--- src/rtl/lsu_ctrl.sv ---
// Load/store unit: turns an execute-stage memory op into a req/ack data-memory transaction.
// Optional macro LSU_BYTE_EN adds LB/LBU/SB byte-lane support; without it those codes are ignored.
module lsu_ctrl #(
  parameter int AW = 32,
  parameter int DW = 32
) (
  input  logic          clk,
  input  logic          rst,
  input  logic          ex_valid,
  output logic          ex_ready,
  input  logic [2:0]    mem_op,
  input  logic [31:0]   ex_addr,
  input  logic [31:0]   ex_wdata,
  input  logic [4:0]    ex_wreg,
  output logic          dm_req,
  output logic          dm_we,
  output logic [3:0]    dm_be,
  output logic [AW-1:0] dm_addr,
  output logic [31:0]   dm_wdata,
  input  logic          dm_ack,
  input  logic [31:0]   dm_rdata,
  output logic          wb_valid,
  output logic          wb_we,
  output logic [4:0]    wb_reg,
  output logic [31:0]   wb_data,
  output logic          adel,
  output logic          ades
);

  localparam logic [2:0] OP_LW  = 3'b001;
  localparam logic [2:0] OP_SW  = 3'b010;
  localparam logic [2:0] OP_LB  = 3'b011;
  localparam logic [2:0] OP_LBU = 3'b100;
  localparam logic [2:0] OP_SB  = 3'b101;

  typedef enum logic [1:0] {IDLE, REQ, DONE} state_t;

  state_t         state_q, state_d;
  logic [2:0]     op_q;
  logic [AW-1:2]  addr_q;
  logic [4:0]     wreg_q;
  logic [3:0]     be_q;
  logic           we_q;
  logic [31:0]    wdata_q;
  logic [31:0]    wb_data_q;
  logic           adel_q, ades_q;

  logic           op_ok, accept, misaligned, op_is_load_q;
  logic [3:0]     be_d;
  logic [31:0]    wdata_d;
  logic [31:0]    load_data;

`ifdef LSU_BYTE_EN
  logic [1:0]     lane_q;
  logic [7:0]     lane_byte;

  assign op_ok        = (mem_op == OP_LW) || (mem_op == OP_SW) || (mem_op == OP_LB) ||
                        (mem_op == OP_LBU) || (mem_op == OP_SB);
  assign op_is_load_q = (op_q == OP_LW) || (op_q == OP_LB) || (op_q == OP_LBU);
  assign be_d         = ((mem_op == OP_LW) || (mem_op == OP_SW)) ? 4'b1111
                                                                 : (4'b0001 << ex_addr[1:0]);
  assign wdata_d      = (mem_op == OP_SB) ? {4{ex_wdata[7:0]}} : ex_wdata;
  assign lane_byte    = 8'(dm_rdata >> {lane_q, 3'b000});

  always_comb begin
    load_data = 32'h0;
    case (op_q)
      OP_LW:   load_data = dm_rdata;
      OP_LB:   load_data = {{24{lane_byte[7]}}, lane_byte};
      OP_LBU:  load_data = {24'h0, lane_byte};
      default: load_data = 32'h0;
    endcase
  end

  always_ff @(posedge clk) begin
    if (rst)         lane_q <= 2'b00;
    else if (accept) lane_q <= ex_addr[1:0];
  end
`else
  assign op_ok        = (mem_op == OP_LW) || (mem_op == OP_SW);
  assign op_is_load_q = (op_q == OP_LW);
  assign be_d         = 4'b1111;
  assign wdata_d      = ex_wdata;
  assign load_data    = (op_q == OP_LW) ? dm_rdata : 32'h0;
`endif

  always_ff @(posedge clk) begin
    if (rst) state_q <= IDLE;
    else     state_q <= state_d;
  end

  // Word ops with a nonzero low address are flagged and dropped without touching memory.
  always_comb begin
    state_d    = state_q;
    accept     = 1'b0;
    misaligned = 1'b0;
    case (state_q)
      IDLE: begin
        if (ex_valid && op_ok) begin
          accept     = 1'b1;
          misaligned = ((mem_op == OP_LW) || (mem_op == OP_SW)) && (ex_addr[1:0] != 2'b00);
          if (!misaligned) state_d = REQ;
        end
      end
      REQ:     if (dm_ack) state_d = DONE;
      DONE:    state_d = IDLE;
      default: state_d = IDLE;
    endcase
  end

  always_ff @(posedge clk) begin
    if (rst) begin
      op_q      <= 3'b000;
      addr_q    <= '0;
      wreg_q    <= 5'd0;
      be_q      <= 4'b0000;
      we_q      <= 1'b0;
      wdata_q   <= 32'h0;
      wb_data_q <= 32'h0;
      adel_q    <= 1'b0;
      ades_q    <= 1'b0;
    end else begin
      adel_q <= misaligned && (mem_op == OP_LW);
      ades_q <= misaligned && (mem_op == OP_SW);
      if (accept) begin
        op_q    <= mem_op;
        addr_q  <= ex_addr[AW-1:2];
        wreg_q  <= ex_wreg;
        be_q    <= be_d;
        we_q    <= (mem_op == OP_SW) || (mem_op == OP_SB);
        wdata_q <= wdata_d;
      end
      if ((state_q == REQ) && dm_ack) wb_data_q <= load_data;
    end
  end

  assign ex_ready = (state_q == IDLE);
  assign dm_req   = (state_q == REQ);
  assign dm_we    = we_q;
  assign dm_be    = be_q;
  assign dm_addr  = {addr_q, 2'b00};
  assign dm_wdata = wdata_q;
  assign wb_valid = (state_q == DONE);
  assign wb_we    = (state_q == DONE) && op_is_load_q;
  assign wb_reg   = wreg_q;
  assign wb_data  = wb_data_q;
  assign adel     = adel_q;
  assign ades     = ades_q;

endmodule

--- config.mk ---
export PLATFORM = sky130hd
export DESIGN_NAME = lsu_ctrl
export DESIGN_NICKNAME = d
export VERILOG_FILES = /design/src/rtl/lsu_ctrl.sv
export SDC_FILE = /design/constraint.sdc
export NUM_CORES = 1
export LEC_CHECK = 0
export BUFFER_PORTS_ARGS = -buffer_cell sky130_fd_sc_hd__buf_4
export CAP_MARGIN = 20
export CORE_MARGIN = 2
export CORE_UTILIZATION = 35
export DETAILED_ROUTE_END_ITERATION = 8
export PLACE_DENSITY = 0.72
export SYNTH_ARGS = -nofsm -noshare
export SYNTH_HDL_FRONTEND = slang
export SYNTH_SLANG_ARGS = --single-unit
--- constraint.sdc ---
create_clock -name clk -period 3.5 [get_ports clk]
set_input_delay 0 -clock clk [delete_from_list [all_inputs] [get_ports clk]]
set_output_delay 0 -clock clk [all_outputs]
set_load 0.02 [all_outputs]
* Yosys cells after proc, flatten, opt, wreduce, memory -nomap -nowiden
Cells that the tools add are included.
** Word-level totals
- Register bits after elaboration :: 108
- Logic and storage cells :: 39
** Operators by class
- Reductions and logical operators :: 11
- Muxes and demuxes :: 9
- Eq/ne operators :: 9
** Operators with widths (number)
- 32-bit 2-to-1 mux :: 1
- 3-bit by 1-bit equality test with 1-bit output (second input constant) :: 2
- 1-bit logical AND :: 6
- 2-bit 2-to-1 mux :: 3
- 1-bit 2-to-1 mux :: 4
- 2-bit by 1-bit inequality test with 1-bit output (second input constant) :: 2
- 2-bit one-hot mux with 2 select lines :: 1
- 3-bit by 2-bit equality test with 1-bit output (second input constant) :: 1
- 3-bit equality test (second input constant) :: 1
- 3-bit AND reduction :: 1
- 2-bit by 1-bit equality test with 1-bit output (second input constant) :: 1
- 2-bit equality test (second input constant) :: 1
- 2-bit zero test :: 1
- 1-bit logical OR :: 2
- 2-bit inequality test (second input constant) :: 1
- 2-bit nonzero test :: 1

* Longest topological paths before layout
- Depth after elaboration :: 6
- Gate-level depth with buffers :: 5

* Worst setup path before layout
No wires, ideal clock.
- Path type :: reg-to-reg
- Start point :: register state_q[0]
- End point :: register wb_data_q[10], in the netlist wb_data[10]
- Required time :: 3.441 ns
- Period minus slack after synthesis :: 1.412 ns
- Arrival time :: 1.353 ns
- Cell stages (with the launch flop) :: 6
- Library setup time :: 0.059 ns
- Setup slack :: 2.088 ns
- Cell sequence :: dfxtp_1 -> nor2b_2 -> and4b_1 -> buf_6 -> buf_8 -> a22o_1
** On the way
- Cells in the longest elaborated chain, start to end :: 2
** Ends and longest elaborated chain
- from (decl) :: line 38 : state_t state_q, state_d;
- from (signal assigned) :: line 89 : else state_q <= state_d;
- 2-bit by 1-bit equality test with 1-bit output
- via dm_req :: line 15 : output logic dm_req,
- 1-bit logical AND :: line 133 : if ((state_q == REQ) && dm_ack) wb_data_q <= load_data;
- to (signal assigned) :: line 133
- to (decl) :: line 45 : logic [31:0] wb_data_q;
The timed path passes the listed nets, and every way through them passes these cells.
A chain may end at the register's enable or synchronous reset.

* Worst setup path in the final report
- Start point :: register state_q[1]
- End point :: register wdata_q[6], in the netlist dm_wdata[6]
** On the way
- Cells in the longest elaborated chain, start to end :: 2
** Ends and longest elaborated chain
- 2-bit zero test :: line 97 : case (state_q)
- 1-bit 2-to-1 mux :: line 97
- to (signal assigned) :: line 131 : wdata_q <= wdata_d;
- to (decl) :: line 44 : logic [31:0] wdata_q;
Every way passes these cells.

==> results.json <==
{
  "row_count": 41,
  "regArea_sq_um": 2160,
  "cts.sinks": 108,
  "multi_input_area_sq_um": 2040,
  "portBuffers": 217,
  "ir_drop_mv": 0.295,
  "status": "finished, final reports clean",
  "die_h_microns": 118,
  "coreArea_sq_um": 12600,
  "grt_pass1_wl_mm": 21.3,
  "hold_path_depth": 2,
  "first_iter_violations": 253,
  "yosysWarnings": 0,
  "cp_num_cells": 4,
  "syn_inst": 414,
  "rrSetupSlack_ns": 1.48,
  "area_growth_pct": 65.1,
  "period_minus_slack_ns": 2.02,
  "maxSlewHeadroom_pct": 48.9,
  "p_seq_share_pct": 47.2,
  "finalSetupTns_ns": 0,
  "via_per_inst": 4.55,
  "antenna_found_initial": 0,
  "synth_area_sq_um": 4520,
  "final_nets": 823,
  "netlist-cell-type-count": 29,
  "crit_arrival_ns": 2.29,
  "comb_power_share_pct": 15.6,
  "clk_path_buf_depth": 2,
  "drc_errors": 0,
  "synth_area_leaders": "dfxtp_1, nand2b_1, mux2i_1",
  "leakage_nw": 3.24,
  "fin_ws_ns": 1.48,
  "max_freq_ghz": 0.495,
  "grt_pass1_vias": 4239,
  "crit_slowest_cell": "o21a_4",
  "n_antenna_cell": 0,
  "fin_crit_sh_pct": 57.7,
  "r2r_cells": 4,
  "firstDrtPassIters": 4,
  "cp-end-kind": "register",
  "layout_commonest_cell": "buf_4",
  "worstSetupStartpointType": "register",
  "p_int_w": 0.00203,
  "max_stage_delay_ns": 0.67,
  "drive_gt1_share_pct": 33.9,
  "synth_top_area_share_pct": 47.9,
  "rsz0062_at_grt": "false",
  "critPathTopFamily": "compound AO/OA/AOI/OAI gates",
  "nFillCells": 1058,
  "wl_per_cell_microns": 15.0,
  "clock_tree.root_cell": "clkbuf_16",
  "synth_seq_cells": 108,
  "tritoncts": "done",
  "clk_latency_ns": 0.35,
  "wl_mm": 13.3,
  "sw_frac_of_total_pct": 24.9,
  "cts_made_buffers": 9,
  "p_per_area_nw_per_um2": 363,
  "grt_max_degree": 109,
  "setup_violations": 0,
  "avgSynthCellArea_sq_um": 10.9,
  "hold_viol": 0,
  "routabilityCongestion": 0.792,
  "ys_seq_area_share_pct": 47.9,
  "path_class": "register to register",
  "cts_max_level": 3,
  "critPathBufInv": 1,
  "cap_viol_max_count": 0,
  "utilization_pct": 59.1,
  "grt_use_total_pct": 19.0,
  "drv_slew": 0,
  "dieArea_sq_um": 13800,
  "dp_slack_ns": 1.43,
  "critPathMaxFanout": 41,
  "grt_overflow": 0,
  "tightest_slew_ns": 0.766,
  "io_pins": 220,
  "antenna_left": 0,
  "required_ns": 3.77,
  "path_cells": "nor4b_4, o21a_4, buf_12, mux2i_1",
  "die_x_microns": 118,
  "hpwl_mm": 8.03,
  "clock_skew_ns": 0.00522,
  "min_path_type": "primary input to register",
  "synth_top_area_cell": "dfxtp_1",
  "final_cell_mix": "buf_4, nand2b_1, dfxtp_1",
  "path_clk_slew_ns": 0.07,
  "switchingPower_w": 0.000674,
  "power_frac_clock_pct": 37.1,
  "total_power_w": 0.00271,
  "start_util_pct": 35.8,
  "vias": 4056
}
## stage by stage
step	cells	hold WS, ns	area (sq um)
6_report	892	0.0476	7460
5_1_grt	892	0.0406	7460
4_1_cts	891	0.0248	7430
3_5_place_dp	771	0.221	6100
3_3_place_gp	770	0.217	6080
2_1_floorplan	415	0.114	4520
## per-layer routing
metal	vias up	wire length (microns)	part of all wire, %	global-route usage [%]
met5	-	0	0	0
met4	0	284	2.1	6.70
met3	20	934	7.0	6.10
met2	156	6870	51	34.6
met1	1902	5260	39	20.6
li1	1978	-	-	-
## cell usage after synthesis (all sizes together)
cell type	number
a21oi	1
a22o	33
a31oi	3
and2	3
and2b	1
and4b	1
buf	22
clkbuf	14
conb	1
dfxtp	108
inv	2
mux2i	67
nand2	6
nand2b	134
nor2	4
nor2b	3
nor3	1
nor3b	2
nor4	1
nor4b	1
o21a	1
o21ai	3
o21ba	1
or4b	1
## cell families (layout without fill, tap and decap cells)
family	after synthesis	in the layout	synth area share, %
multiplexers	67	67	14.8
flip-flops	108	108	47.9
buffers and inverters	38	343	7.31
other	1	2	0.0830
AO/OA/AOI/OAI	42	42	7.65
AND/OR/NAND/NOR	158	158	22.2
## power by group through the flow
stage          clock (W)  combinational [W]  sequential [W]
5_1_grt          0.00109           0.000452         0.00128
2_1_floorplan          0           0.000140         0.00134
6_report         0.00101           0.000423         0.00128
3_3_place_gp           0           0.000314         0.00130
4_1_cts          0.00103           0.000419         0.00128
3_5_place_dp           0           0.000324         0.00131
## worst paths after layout
| path | from | endpoint |
|---|---|---|
| setup / recovery | state_q[1] | dm_wdata[6] |
| hold / removal | rst | state_q[1] |
| setup reg to reg | state_q[1] | dm_wdata[6] |
| hold reg to reg | addr_q[7] | addr_q[7] |
## layout make-up
class	count	share of cell area, %
Sequential cell	108	29.0
Clock buffer	10	3.20
Tap cell	172	2.89
Inverter	2	0.101
Multi-Input combinational cell	269	27.3
Clock inverter	6	0.738
Timing Repair Buffer	325	36.7
## timing repair
item                       CTS  global route
setup endpoints to repair    0             0
gates resized for setup      0             0
hold endpoints to repair   104             0
hold buffers               104             0
setup buffers                0             0
(Power assumes the default switching activity.)
